$ cat config.mk
export PLATFORM = sky130hd
export DESIGN_NAME = fsm_step_controller_flat
export DESIGN_NICKNAME = d
export VERILOG_FILES = /design/src/rtl/fsm_dbg_pkg.sv /design/src/rtl/fsm_step_controller_if.sv /design/src/rtl/fsm_trace_fifo.sv /design/src/rtl/fsm_step_controller.sv /design/src/flat_wrapper.sv
export SDC_FILE = /design/constraint.sdc
export NUM_CORES = 1
export LEC_CHECK = 0
export ABC_AREA = 1
export BUFFER_PORTS_ARGS = -buffer_cell sky130_fd_sc_hd__buf_4
export CAP_MARGIN = 10
export CORE_UTILIZATION = 40
export DETAILED_ROUTE_END_ITERATION = 8
export GPL_TIMING_DRIVEN = 1
export PLACE_DENSITY_LB_ADDON = 0.05
export SYNTH_ARGS = -nofsm -noshare
export SYNTH_HDL_FRONTEND = slang
export SYNTH_HIERARCHICAL = 1
export SYNTH_SLANG_ARGS = --single-unit
$ cat constraint.sdc
create_clock -name clk -period 4.6 [get_ports clk]
set_input_delay 0.23 -clock clk [delete_from_list [all_inputs] [get_ports clk]]
set_output_delay 0.23 -clock clk [all_outputs]
set_load 0.02 [all_outputs]
$ cat src/rtl/fsm_dbg_pkg.sv
// rtl/fsm_dbg_pkg.sv - shared types and sizing for the FSM step controller
// Purpose: controller state encoding, default widths and trace entry layout.
// Trace entry layout: z at the LSBs, then state, then x at the MSBs.
package fsm_dbg_pkg;

  typedef enum logic [1:0] {
    ST_IDLE,
    ST_SETUP,
    ST_PULSE,
    ST_RUN_WAIT
  } ctrl_state_t;

  localparam int DEF_X_W         = 2;
  localparam int DEF_S_W         = 4;
  localparam int DEF_Z_W         = 4;
  localparam int DEF_TRACE_DEPTH = 16;
  localparam int DEF_RUN_DIV     = 4;

  function automatic int entry_w(input int x_w, input int s_w, input int z_w);
    return x_w + s_w + z_w;
  endfunction

  function automatic int s_lsb(input int z_w);
    return z_w;
  endfunction

  function automatic int x_lsb(input int s_w, input int z_w);
    return z_w + s_w;
  endfunction

endpackage

$ cat src/rtl/fsm_step_controller_if.sv
// rtl/fsm_step_controller_if.sv - trace read-out port of the step controller
// Purpose: groups the trace FIFO read side used by the display/UART logic.
// Ports: trace_rd, trace_clr (reader -> controller);
//        trace_data, trace_empty, trace_count, trace_overflow (controller -> reader).
// Modports: master = reader side, slave = controller side.
interface fsm_step_controller_if
  import fsm_dbg_pkg::*;
#(
  parameter int X_W         = DEF_X_W,
  parameter int S_W         = DEF_S_W,
  parameter int Z_W         = DEF_Z_W,
  parameter int TRACE_DEPTH = DEF_TRACE_DEPTH
);
  localparam int ENTRY_W = entry_w(X_W, S_W, Z_W);
  localparam int CNT_W   = $clog2(TRACE_DEPTH) + 1;

  logic               trace_rd;
  logic               trace_clr;
  logic [ENTRY_W-1:0] trace_data;
  logic               trace_empty;
  logic [CNT_W-1:0]   trace_count;
  logic               trace_overflow;

  modport master (
    output trace_rd, trace_clr,
    input  trace_data, trace_empty, trace_count, trace_overflow
  );

  modport slave (
    input  trace_rd, trace_clr,
    output trace_data, trace_empty, trace_count, trace_overflow
  );
endinterface

$ cat src/rtl/fsm_trace_fifo.sv
// rtl/fsm_trace_fifo.sv - first-word-fall-through FIFO with count and sticky overflow
// Purpose: holds one entry per issued step until the debug reader pops it.
// Ports: clk, reset (async, active-high); wr/wr_data push; rd pop; clr flush;
//        rd_data head entry; empty; count occupancy; overflow sticky drop flag.
module fsm_trace_fifo #(
  parameter int DEPTH = 16,
  parameter int WIDTH = 10
) (
  input  logic                       clk,
  input  logic                       reset,
  input  logic                       wr,
  input  logic [WIDTH-1:0]           wr_data,
  input  logic                       rd,
  input  logic                       clr,
  output logic [WIDTH-1:0]           rd_data,
  output logic                       empty,
  output logic [$clog2(DEPTH):0]     count,
  output logic                       overflow
);
  localparam int AW = $clog2(DEPTH);
  localparam int CW = AW + 1;

  logic [WIDTH-1:0] mem [DEPTH];
  logic [AW-1:0]    wr_ptr;
  logic [AW-1:0]    rd_ptr;
  logic             full;
  logic             rd_ok;
  logic             wr_ok;

  assign empty   = (count == '0);
  assign full    = (count == CW'(DEPTH));
  assign rd_ok   = rd && !empty;
  // A full FIFO still takes a write when a read frees the head slot this cycle.
  assign wr_ok   = wr && (!full || rd_ok);
  assign rd_data = mem[rd_ptr];

  always_ff @(posedge clk or posedge reset) begin
    if (reset) begin
      wr_ptr   <= '0;
      rd_ptr   <= '0;
      count    <= '0;
      overflow <= 1'b0;
    end else if (clr) begin
      wr_ptr   <= '0;
      rd_ptr   <= '0;
      count    <= '0;
      overflow <= 1'b0;
    end else begin
      if (wr_ok) wr_ptr <= wr_ptr + 1'b1;
      if (rd_ok) rd_ptr <= rd_ptr + 1'b1;
      if (wr_ok && !rd_ok)      count <= count + 1'b1;
      else if (rd_ok && !wr_ok) count <= count - 1'b1;
      if (wr && !wr_ok) overflow <= 1'b1;
    end
  end

  always_ff @(posedge clk) begin
    if (wr_ok && !clr && !reset) mem[wr_ptr] <= wr_data;
  end

endmodule

$ cat src/rtl/fsm_step_controller.sv
// rtl/fsm_step_controller.sv - single-step / free-run clock-enable driver for the FSM core
// Purpose: issues one-cycle step_en pulses, presents a latched input vector and
//          records each transition {x, state, z} into a trace FIFO.
// Ports: clk, reset (async, active-high); cmd_step/cmd_run/cmd_halt command pulses;
//        x_sel switches; state_in/z_in core debug values; step_en, x_out to the core;
//        running, step_count status; trace (slave) FIFO read-out port.
module fsm_step_controller
  import fsm_dbg_pkg::*;
#(
  parameter int TRACE_DEPTH = DEF_TRACE_DEPTH,
  parameter int RUN_DIV     = DEF_RUN_DIV,
  parameter int X_W         = DEF_X_W,
  parameter int S_W         = DEF_S_W,
  parameter int Z_W         = DEF_Z_W
) (
  input  logic           clk,
  input  logic           reset,
  input  logic           cmd_step,
  input  logic           cmd_run,
  input  logic           cmd_halt,
  input  logic [X_W-1:0] x_sel,
  input  logic [S_W-1:0] state_in,
  input  logic [Z_W-1:0] z_in,
  output logic           step_en,
  output logic [X_W-1:0] x_out,
  output logic           running,
  output logic [15:0]    step_count,
  fsm_step_controller_if.slave trace
);
  localparam int ENTRY_W = entry_w(X_W, S_W, Z_W);
  localparam int XL      = x_lsb(S_W, Z_W);
  localparam int SL      = s_lsb(Z_W);
  localparam int DIV_W   = $clog2(RUN_DIV + 1);
  localparam logic [DIV_W-1:0] DIV_LOAD = DIV_W'(RUN_DIV - 1);

  ctrl_state_t        state, state_d;
  logic               running_d;
  logic [DIV_W-1:0]   div_cnt, div_d;
  logic [X_W-1:0]     x_d;
  logic               trace_wr;
  logic [ENTRY_W-1:0] wr_entry;

  always_ff @(posedge clk or posedge reset) begin
    if (reset) begin
      state      <= ST_IDLE;
      running    <= 1'b0;
      div_cnt    <= '0;
      x_out      <= '0;
      step_en    <= 1'b0;
      step_count <= '0;
    end else begin
      state   <= state_d;
      running <= running_d;
      div_cnt <= div_d;
      x_out   <= x_d;
      // Registered copy of "next state is PULSE": high exactly while in PULSE.
      step_en <= (state_d == ST_PULSE);
      if (state == ST_PULSE) step_count <= step_count + 1'b1;
    end
  end

  always_comb begin
    state_d   = state;
    running_d = running;
    div_d     = div_cnt;
    x_d       = x_out;
    trace_wr  = 1'b0;
    case (state)
      ST_IDLE: begin
        if (!cmd_halt && cmd_step) begin
          state_d = ST_SETUP;
          x_d     = x_sel;
        end else if (!cmd_halt && cmd_run) begin
          state_d   = ST_RUN_WAIT;
          running_d = 1'b1;
          div_d     = DIV_LOAD;
        end
      end
      ST_SETUP: begin
        // Once committed to a step the pulse always follows; halt only ends run mode.
        state_d = ST_PULSE;
        if (cmd_halt) running_d = 1'b0;
      end
      ST_PULSE: begin
        trace_wr = 1'b1;
        if (cmd_halt) running_d = 1'b0;
        if (running && !cmd_halt) begin
          state_d = ST_RUN_WAIT;
          div_d   = DIV_LOAD;
        end else begin
          state_d = ST_IDLE;
        end
      end
      ST_RUN_WAIT: begin
        if (cmd_halt) begin
          running_d = 1'b0;
          state_d   = ST_IDLE;
        end else if (div_cnt == '0) begin
          state_d = ST_SETUP;
          x_d     = x_sel;
        end else begin
          div_d = div_cnt - 1'b1;
        end
      end
      default: state_d = ST_IDLE;
    endcase
  end

  // Values sampled while step_en is high are the core's pre-edge transition.
  always_comb begin
    wr_entry            = '0;
    wr_entry[XL +: X_W] = x_out;
    wr_entry[SL +: S_W] = state_in;
    wr_entry[0 +: Z_W]  = z_in;
  end

  fsm_trace_fifo #(
    .DEPTH (TRACE_DEPTH),
    .WIDTH (ENTRY_W)
  ) u_trace_fifo (
    .clk      (clk),
    .reset    (reset),
    .wr       (trace_wr),
    .wr_data  (wr_entry),
    .rd       (trace.trace_rd),
    .clr      (trace.trace_clr),
    .rd_data  (trace.trace_data),
    .empty    (trace.trace_empty),
    .count    (trace.trace_count),
    .overflow (trace.trace_overflow)
  );

endmodule
$ cat src/flat_wrapper.sv
// flat-port wrapper written by rule: the top's interface ports become plain ports
module fsm_step_controller_flat import fsm_dbg_pkg::*;
#(
  parameter int TRACE_DEPTH = DEF_TRACE_DEPTH,
  parameter int RUN_DIV     = DEF_RUN_DIV,
  parameter int X_W         = DEF_X_W,
  parameter int S_W         = DEF_S_W,
  parameter int Z_W         = DEF_Z_W
)
  (clk, reset, cmd_step, cmd_run, cmd_halt, x_sel, state_in, z_in, step_en, x_out, running, step_count, trace_trace_rd, trace_trace_clr, trace_trace_data, trace_trace_empty, trace_trace_count, trace_trace_overflow);
  fsm_step_controller_if #(.X_W(X_W), .S_W(S_W), .Z_W(Z_W), .TRACE_DEPTH(TRACE_DEPTH)) trace_i ();
  input  logic clk;
  input  logic reset;
  input  logic cmd_step;
  input  logic cmd_run;
  input  logic cmd_halt;
  input  logic [X_W-1:0] x_sel;
  input  logic [S_W-1:0] state_in;
  input  logic [Z_W-1:0] z_in;
  output logic step_en;
  output logic [X_W-1:0] x_out;
  output logic running;
  output logic [15:0] step_count;
  input wire logic [$bits(trace_i.trace_rd)-1:0] trace_trace_rd;
  input wire logic [$bits(trace_i.trace_clr)-1:0] trace_trace_clr;
  output wire logic [$bits(trace_i.trace_data)-1:0] trace_trace_data;
  output wire logic [$bits(trace_i.trace_empty)-1:0] trace_trace_empty;
  output wire logic [$bits(trace_i.trace_count)-1:0] trace_trace_count;
  output wire logic [$bits(trace_i.trace_overflow)-1:0] trace_trace_overflow;
  assign trace_i.trace_rd = trace_trace_rd;
  assign trace_i.trace_clr = trace_trace_clr;
  assign trace_trace_data = trace_i.trace_data;
  assign trace_trace_empty = trace_i.trace_empty;
  assign trace_trace_count = trace_i.trace_count;
  assign trace_trace_overflow = trace_i.trace_overflow;
  fsm_step_controller #(.TRACE_DEPTH(TRACE_DEPTH), .RUN_DIV(RUN_DIV), .X_W(X_W), .S_W(S_W), .Z_W(Z_W)) u_core (.clk(clk), .reset(reset), .cmd_step(cmd_step), .cmd_run(cmd_run), .cmd_halt(cmd_halt), .x_sel(x_sel), .state_in(state_in), .z_in(z_in), .step_en(step_en), .x_out(x_out), .running(running), .step_count(step_count), .trace(trace_i));
endmodule
==> results of run 1 <==
[layer usage]
| layer | global-route usage | vias up |
|---|---|---|
| li1 | - | 2748 |
| met1 | 0.2793 | 2831 |
| met2 | 0.3195 | 168 |
| met3 | 0.03067 | 19 |
| met4 | 0.06701 | 0 |
| met5 | 0 | - |
[per-stage QoR]
stage | power [W] | utilization
detailed placement | 0.003591 | 0.4403
global placement | 0.003569 | 0.4403
CTS | 0.005150 | 0.4703
global route | 0.005371 | 0.4705
finish | 0.005092 | 0.4705
floorplan | 0.003116 | -
[cells in the final DEF (no fill, tap or decap), drive strengths merged, types with 7 or more instances in the layout]
| master | count |
|---|---|
| edfxtp | 160 |
| nor2 | 151 |
| o21ai | 102 |
| nand2 | 87 |
| buf | 58 |
| inv | 56 |
| o211ai | 40 |
| dfrtp | 39 |
| nand3 | 34 |
| nor3 | 22 |
| clkbuf | 17 |
| ha | 12 |
| nand4 | 7 |
[sequential cells by signal, indices dropped and copies added, names as in the netlist]
register,count
u_core/u_trace_fifo/wr_ptr,4
u_core/u_trace_fifo/count,5
u_core/state,2
u_core/u_trace_fifo/overflow,1
u_core/step_count,16
u_core/u_trace_fifo/mem,160
u_core/u_trace_fifo/rd_ptr,4
u_core/running,1
u_core/step_en,1
u_core/x_out,2
u_core/div_cnt,3
[kinds of logic after synthesis]
group,synth area share
simple gates,0.1499
fa+ha+maj,0.01986
xor+xnor,0.01226
flops,0.6746
compound gates,0.1021
buf+inv,0.04132
[critical path, stage by stage (launching register included)]
cell and delay (ns):
dfrtp_1 1.17, inv_1 0.61, o211ai_1 0.26, nand3_1 0.17, nand2_1 0.14, buf_4 0.15
[power by group through the flow]
stage               registers [W]  logic (W)  clock network, W
finish                    0.00227    0.00126           0.00156
global route              0.00230    0.00142           0.00165
CTS                       0.00228    0.00128           0.00159
detailed placement        0.00232    0.00127                 0
global placement          0.00231    0.00126                 0
floorplan                 0.00228   0.000835                 0
[worst max path at each step]
| stage | startpoint | to | cells after the start |
|---|---|---|---|
| floorplan | u_core/state[0] | u_core/u_trace_fifo/mem[12][0] | 8 |
| global placement | u_core/state[0] | u_core/u_trace_fifo/mem[1][8] | 7 |
| detailed placement | u_core/state[0] | u_core/u_trace_fifo/mem[1][8] | 7 |
| CTS | u_core/u_trace_fifo/rd_ptr[2] | trace_trace_data[2] | 5 |
| global route | u_core/u_trace_fifo/rd_ptr[1] | trace_trace_data[7] | 6 |
| finish | u_core/u_trace_fifo/rd_ptr[2] | trace_trace_data[2] | 5 |
[Yosys cell counts]
| cell type | n |
|---|---|
| a21o_1 | 1 |
| a21oi_1 | 4 |
| a21oi_4 | 1 |
| a31oi_1 | 2 |
| buf_2 | 11 |
| buf_4 | 3 |
| buf_6 | 1 |
| clkbuf_1 | 18 |
| dfrtp_1 | 39 |
| edfxtp_1 | 160 |
| fa_1 | 1 |
| ha_1 | 12 |
| inv_1 | 51 |
| inv_4 | 1 |
| nand2_1 | 81 |
| nand2_2 | 3 |
| nand2_4 | 3 |
| nand3_1 | 32 |
| nand3_2 | 2 |
| nand4_1 | 7 |
| nor2_1 | 144 |
| nor2_2 | 5 |
| nor2_4 | 2 |
| nor3_1 | 22 |
| o211ai_1 | 40 |
| o21a_1 | 1 |
| o21ai_0 | 92 |
| o21ai_1 | 10 |
| xnor2_1 | 6 |
| xor2_1 | 6 |
[area by class of cell]
type / instances / area [um2] / area share
Sequential cell: 199 / 5783 / 0.5847
Multi-Input combinational cell: 477 / 2500 / 0.2528
Timing Repair Buffer: 59 / 445.4 / 0.04503
Clock buffer: 17 / 425.4 / 0.04301
Tap cell: 275 / 344.1 / 0.03479
Inverter: 52 / 197.7 / 0.01999
Clock inverter: 15 / 195.2 / 0.01973
[timing repair]
action                                 in CTS  in global routing
hold buffers                                1                  0
gates resized for setup                     0                  0
endpoints found under the hold margin      14                  0
==> impl_metrics.toml, run 1 <==
[synth]
synthTopCellsByArea = "edfxtp_1, dfrtp_1, nor2_1"
synth.top_cell.area_share = 0.5607
yosysWarnings = 6
synth.distinct_cells = 30
yosysTopAreaCell = "edfxtp_1"
synth_area_mm2 = 0.008569
synthCells = 761
ys_seq_area_frac = 0.6746
ys_ff_latch = 199
syn_area_per_cell_um2 = 11.26
synth_nets = 791

[floorplanning]
io_pins = 54
start_util = 0.4077
die_y_um = 148.4
die_area_mm2 = 0.02201
die_w_um = 148.4
rows = 53
core_mm2 = 0.02102

[timing]
clock.fmax_mhz = 315.0
maxSlewHeadroom = 0.1652
hold_slack_ns = 0.02132
setup_violations = 0
fin_crit_sh = 0.6902
fin_skew_ns = 0.02013
fin_crit_ns = 3.175
hold_viol_final = 0
rsz0062_at_grt = "false"
slew_violations = 0
setup_tns_ns = 0
fin_ws_ns = 1.425
tightest_slew_ns = 1.252

[pwr]
power.net_switching_w = 0.001703
switching_share = 0.3345
p_per_area_mw_per_mm2 = 514.9
combPwrFrac = 0.248
clkPwrFrac = 0.306
p_int_w = 0.003389
seq_power_share = 0.446
leakage_nw = 3.631
vdd_drop_max_mv = 0.2650

[grt]
grt_pass1_wl_um = 32260
grt.total_usage = 0.2001
grt-ovfl-total = 0
grt_max_degree = 82
antenna_found_initial = 0
grt_pass1_vias = 5486

[detailed_routing]
top_layer_used = "met4"
first_pass_iters = 5
dr_wl_met3_um = 1040
dr_wl_met2_um = 9943
wl_met1_um = 9569
drt-initial-drc-count = 501
antenna_left = 0
drc_errors = 0
avgRoutedWirePerCell_um = 19.09
via_per_inst = 5.271
drt-total-wl_um = 20890
dr_total_vias = 5766

[setup_path]
cp-end-kind = "output port"
r2r-start = "u_core/state[0]"
rr_worst_depth = 7
worstReg2RegEnd = "u_core/u_trace_fifo/mem[12][6]"
cp.required_ns = 4.37
critPathMaxFanout = 32
r2r_slack_ns = 1.90
crit_arrival_ns = 2.94
worstSetupPathType = "reg2out"
critPathLaunchType = "flop"

[worst_hold_path]
holdPathStages = 3
hold_path_class = "in2reg"
min-delay-start = "x_sel[1]"
min_to = "u_core/x_out[1]"

[place]
hpwl_um = 13440
dpl_cell_area_mm2 = 0.009255
place_inst = 1061
dp_worst_setup_slack_ns = 1.658
gp_congestion = 0.7820
numPortBuffers = 53

[finish]
layout-drive-gt1-share = 0.1477
area.growth.synth_to_final_pct = 15.42
antennaDiodeCount = 0
final_nets = 836
final_cells = 1094
fillerInstances = 1942
stdcell_area_mm2 = 0.009891

[run_status]
status = "completed"

[cts]
cts_root_buf = "clkbuf_16"
cts_setup_buffers = 0
path_clk_slew_ns = 0.07
clkLatencyLatePin_ns = 0.44
clockBufferDepth = 2
htreeDepth = 4
cts_sinks = 199
cts_buffers = 17
cts_tree = "built"

[flow_run]
maxCapViolations = 0
Power figures use the tool's default switching activity.
==> run 2: changes to the inputs <==
Settings changed: ABC_AREA 1 to 0.
Clock period 4.6 ns to 2.6 ns, I/O delays scaled along.
==> run 2 against run 1 <==
  * Sequential cell count did not move
  * Critical path depth increased by 3
  * Die area is 3.2% lower
  * Critical endpoint is now u_core/u_trace_fifo/count[4]
==> impl_metrics.toml, run 2 <==
[detailed_routing]
first_pass_iters = 4
drt-initial-drc-count = 263
avgRoutedWirePerCell_um = 20.71
via_per_inst = 5.290
drt-total-wl_um = 17290
antenna_left = 0
dr_total_vias = 4417
drc_errors = 0

[run_status]
status = "completed"

[place]
gp_congestion = 0.7457
numPortBuffers = 53
hpwl_um = 11380

[timing]
setup_tns_ns = 0
setup_violations = 0
tightest_slew_ns = 1.203
rsz0062_at_grt = "false"
slew_violations = 0
maxSlewHeadroom = 0.1950
fin_skew_ns = 0.006642
fin_crit_ns = 2.467
fin_crit_sh = 0.9489
clock.fmax_mhz = 405.3
hold_viol_final = 0

[finish]
final_common_cell = "edfxtp_1"
multi_input_area_mm2 = 0.002415
layout-drive-gt1-share = 0.3062
finish.utilization = 0.4832
register_area_mm2 = 0.005787
antennaDiodeCount = 0
final_nets = 582
reg.largest.list = "u_core/u_trace_fifo/mem: 160 flops, u_core/step_count: 16 flops, u_core/u_trace_fifo/count: 5 flops"
largest-register = "u_core/u_trace_fifo/mem"
area.growth.synth_to_final_pct = 18.25
largest_register_ffs = 160
final_cell_mix = "edfxtp_1, buf_4, mux4_2, dfrtp_1, nor2_1"
fillerInstances = 1758

[floorplanning]
die_w_um = 146.0
core_mm2 = 0.02030
io_pins = 54
rows = 52
die_area_mm2 = 0.02132
start_util = 0.4087
die_y_um = 146.0

[setup_path]
crit_arrival_ns = 2.81
crit_slowest_cell = "or4_4"
worstSetupPathType = "reg2reg"
cp.required_ns = 2.94
critPathMaxFanout = 5
r2r_slack_ns = 0.13
cpPeakStageDelay_ns = 0.58
critPathLaunchType = "flop"
cp-end-kind = "flop"
worstPathCellList = "or4_4 -> nor2_4 -> o21ai_4 -> fa_2 -> a211o_1 -> o21a_1 -> o22a_1 -> a31oi_1"

[grt]
use_met2 = 0.2742
grt_max_degree = 33
busiest_layer = "met2"
grt.total_usage = 0.1731
grt.met3_usage = 0.03844
grt_pass1_vias = 4533
antenna_found_initial = 0
grtUsageMet1 = 0.2399
grt_pass1_wl_um = 26940
grt-ovfl-total = 0

[pwr]
vdd_drop_max_mv = 0.5171
p_per_area_mw_per_mm2 = 948.5
leakage_nw = 3.511

[synth]
ys_seq_area_frac = 0.6968
synthTopCellsByCount = "edfxtp_1, mux4_2, dfrtp_1"
yosysWarnings = 6
yosysTopAreaCell = "edfxtp_1"
synth_nets = 510
syn_area_per_cell_um2 = 17.28
ys_ff_latch = 199
synth.distinct_cells = 57
synthCells = 480
yosysMostFrequentCell = "edfxtp_1"
synth_area_mm2 = 0.008295
synthTopCellsByArea = "edfxtp_1, dfrtp_1, mux4_2"
synth.top_cell.area_share = 0.5792
synth_ff_type = "edfxtp_1"
async_reset_ff_frac = 0.1960
synth_edf_count = 160

[flow_run]
maxCapViolations = 0

[cts]
cts_sinks = 199
clkLatencyLatePin_ns = 0.42
cts_tree = "built"
cts_buffers = 17
path_clk_slew_ns = 0.07
htreeDepth = 4
clockBufferDepth = 2
cts_root_buf = "clkbuf_16"

[worst_hold_path]
hold_path_class = "in2reg"
-- run 2: cell types whose count changed after synthesis, moves of 10 or more --
cell / change
xnor2_1: +10
mux4_2: +40
nand2_1: -55
nand3_1: -24
nor3_1: -18
a22oi_1: +20
nor2_1: -110
inv_1: -40
o211ai_1: -35
o21ai_0: -89
-- run 2: repair_timing --
| action | in CTS | in global routing |
|---|---|---|
| pin swaps | 0 | 2 |
| resized for setup | 0 | 4 |
| setup buffers | 1 | 1 |
| setup endpoints to repair | 2 | 4 |
| hold buffers | 4 | 0 |
| endpoints found under the hold margin | 44 | 0 |
-- run 2: per-layer routing --
layer / part of all wire / wire, um / vias to the layer above
li1: - / - / 1998
met1: 0.46 / 7892 / 2304
met2: 0.48 / 8319 / 98
met3: 0.044 / 757 / 17
met4: 0.018 / 318 / 0
met5: 0 / 0 / -
-- run 2: kinds of logic (layout without fill, tap and decap cells) --
logic type	after synthesis	after routing	synth area share
fa+ha+maj	13	13	0.02051
buf+inv	34	119	0.01915
compound gates	50	50	0.04691
xor+xnor	23	23	0.02428
flops	199	199	0.6968
simple gates	110	110	0.06954
mux	51	51	0.1228
-- run 2: critical path: cells and delay by family, from the launching register on --
kind	cells	cell delay [ns]
fa+ha+maj	1	0.42
flops	1	0.43
simple gates	2	0.71
compound gates	5	0.83
-- run 2: area by class of cell --
class,count,area share
inverter,11,0.004209
clock inverter,14,0.01722
tap,270,0.03444
sequential,199,0.5899
multi-input combinational,247,0.2462
timing repair buffer,76,0.06429
clock buffer,18,0.04375
-- run 2: path summary, 6_finish.rpt --
| check | endpoint | from | depth (start not counted) |
|---|---|---|---|
| worst max-delay path | u_core/u_trace_fifo/count[4] | u_core/u_trace_fifo/count[3] | 8 |
| worst min-delay path | u_core/u_trace_fifo/mem[5][2] | z_in[2] | 1 |
| worst max register to register | u_core/u_trace_fifo/count[4] | u_core/u_trace_fifo/count[3] | 8 |
| worst min register to register | u_core/step_count[15] | u_core/step_count[15] | 1 |
| max in group asynchronous | u_core/step_count[7] | reset | 3 |
| min in group asynchronous | u_core/u_trace_fifo/overflow | reset | 3 |
-- run 2: power breakdown --
part	internal [W]	leakage (nW)	total, W	switching, W
logic	0.00127	1.27	0.00263	0.00136
clock network	0.00153	0.295	0.00268	0.00115
registers	0.00372	1.94	0.00400	0.000283
total	0.00651	3.51	0.00930	0.00279
-- run 2: stage by stage --
stage               instance area (um2)  worst slack (ns)  hold slack (ns)  total power (W)  cells
finish                             9809            0.1329          0.02328         0.009304    835
CTS                                9781          0.004504         0.004412         0.009415    833
global placement                   9135            0.1143           0.2501         0.006674    796
detailed placement                 9135            0.1088           0.2528         0.006704    796
floorplan                          8324          -0.03736          0.01902         0.005776    480
global route                       9809          0.005681          0.01686         0.009820    835
==> run 3: changes to the inputs <==
Settings changed: ABC_AREA 0 to 1, PLACE_DENSITY from default to 0.68, PLACE_DENSITY_LB_ADDON 0.05 to default, REMOVE_ABC_BUFFERS from default to 1.
==> run 3 against run 2 <==
  * Critical path depth up 2
  * Combinational power down 11%
  * Routed wire length up 12%
  * Worst setup slack better by 0.072 ns
  * Maximum frequency up 3.0%
  * Worst hold slack worse by 0.0065 ns
  * Sequential share of layout area down 2.0 points
  * Final area up 3.5%
==> impl_metrics.toml, run 3 (synthesis gave the netlist of run 1 again) <==
[detailed_routing]
via_per_inst = 5.272
drc_errors = 0
drt-total-wl_um = 19340
first_pass_iters = 7
dr_total_vias = 5941
avgRoutedWirePerCell_um = 17.16
drt-initial-drc-count = 464
antenna_left = 0

[pwr]
clkPwrFrac = 0.293
switching_share = 0.3365
p_int_w = 0.005894
power.net_switching_w = 0.002990
p_per_area_mw_per_mm2 = 875.2
seq_power_share = 0.443
combPwrFrac = 0.264
leakage_nw = 3.812
vdd_drop_max_mv = 0.5540

[setup_path]
worstSetupEndpoint = "u_core/u_trace_fifo/count[4]"
cp-end-kind = "flop"
r2r-start = "u_core/u_trace_fifo/count[0]"
worstReg2RegEnd = "u_core/u_trace_fifo/count[4]"
critPathMaxFanout = 9
cp.required_ns = 2.92
critPathLaunchType = "flop"
worstSetupPathType = "reg2reg"
crit_arrival_ns = 2.71
cp-startpoint = "u_core/u_trace_fifo/count[0]"
rr_worst_depth = 10
r2r_slack_ns = 0.20

[timing]
rsz0062_at_grt = "false"
maxSlewHeadroom = 0.3412
hold_viol_final = 0
setup_violations = 0
fin_crit_ns = 2.395
fin_skew_ns = 0.009327
tightest_slew_ns = 0.9871
slew_violations = 0
fin_crit_sh = 0.9212
clock.fmax_mhz = 417.5

[cts]
cts_buffers = 17
clockBufferDepth = 2
clkLatencyLatePin_ns = 0.43
cts_resized = 0
cts_hold_buf = 8
cts_tree = "built"
htreeDepth = 4
cts_sinks = 199
path_clk_slew_ns = 0.07
cts_setup_buffers = 0
cts_root_buf = "clkbuf_16"

[floorplanning]
core_mm2 = 0.02102
die_area_mm2 = 0.02201
rows = 53
die_y_um = 148.4
die_w_um = 148.4
start_util = 0.4077
io_pins = 54

[finish]
fillerInstances = 1830
final_nets = 869
antennaDiodeCount = 0
area.growth.synth_to_final_pct = 18.46
final_common_cell = "edfxtp_1"
reg.largest.list = "u_core/u_trace_fifo/mem: 160 flops, u_core/step_count: 16 flops, u_core/u_trace_fifo/count: 5 flops"
finish.utilization = 0.4829
final_cell_mix = "edfxtp_1, nor2_1, o21ai_0, nand2_1, buf_4"
layout-drive-gt1-share = 0.1667
largest-register = "u_core/u_trace_fifo/mem"
largest_register_ffs = 160
stdcell_area_mm2 = 0.01015

[grt]
grt-ovfl-total = 0
grt_max_degree = 83
grt_pass1_wl_um = 30630
grt.total_usage = 0.1848
grt_pass1_vias = 5613
antenna_found_initial = 0

[run_status]
status = "completed"

[place]
hpwl_um = 11670
dpl_cell_area_mm2 = 0.009480
gp_congestion = 0.7751
numPortBuffers = 53

[worst_hold_path]
hold_path_class = "in2reg"

[flow_run]
maxCapViolations = 0
## run 3: layout make-up
| class | count | area [um2] | area share |
|---|---|---|---|
| Inverter | 52 | 197.7 | 0.01947 |
| Tap cell | 275 | 344.1 | 0.03390 |
| Clock buffer | 18 | 429.2 | 0.04228 |
| Clock inverter | 14 | 161.4 | 0.01590 |
| Sequential cell | 199 | 5783 | 0.5697 |
| Timing Repair Buffer | 92 | 760.7 | 0.07494 |
| Multi-Input combinational cell | 477 | 2475 | 0.2438 |
## run 3: power by group through the flow
stage               combinational, W  clock (W)  sequential, W
floorplan                    0.00130          0        0.00413
global placement             0.00229          0        0.00400
detailed placement           0.00232          0        0.00401
CTS                          0.00235    0.00265        0.00394
global route                 0.00262    0.00279        0.00397
finish                       0.00234    0.00260        0.00394
## run 3: worst min path at each step
stage                 start                            end  cells after the start
global route        z_in[0]  u_core/u_trace_fifo/mem[5][0]                      1
floorplan             reset   u_core/u_trace_fifo/count[0]                      1
detailed placement    reset  u_core/u_trace_fifo/wr_ptr[1]                      3
finish              z_in[3]  u_core/u_trace_fifo/mem[1][3]                      1
global placement      reset   u_core/u_trace_fifo/count[4]                      3
CTS                 z_in[3]  u_core/u_trace_fifo/mem[1][3]                      1
## run 3: metal layers
layer	share of wire	vias up	global-route usage	wire (um)
met1	0.45	2928	0.2552	8740
met3	0.059	30	0.03834	1133
li1	-	2813	-	-
met5	0	-	0	0
met2	0.46	170	0.2887	8974
met4	0.025	0	0.06649	486
## run 3: worst max-delay path, stage by stage (launching register included)
cell and delay [ns]:
dfrtp_1 0.46, nor2_2 0.22, nand3_1 0.18, nand2_2 0.15
nand3_2 0.22, ha_1 0.40, a21o_1 0.19, a31oi_1 0.22
nand3_1 0.10, nand3_1 0.09, nand2_1 0.05
## run 3: stage by stage
step | power [W] | setup TNS, ns | hold slack (ns) | instances | worst slack [ns]
after floorplan | 0.005434 | -0.5973 | 0.03482 | 728 | -0.07895
after detailed placement | 0.006331 | 0 | 0.2352 | 1087 | 0.3104
final | 0.008884 | 0 | 0.01678 | 1127 | 0.2049
after global routing | 0.009379 | 0 | 0.01233 | 1127 | 0.05302
after CTS | 0.008946 | 0 | 0.0002001 | 1127 | 0.2611
after global placement | 0.006290 | 0 | 0.2388 | 1087 | 0.3690
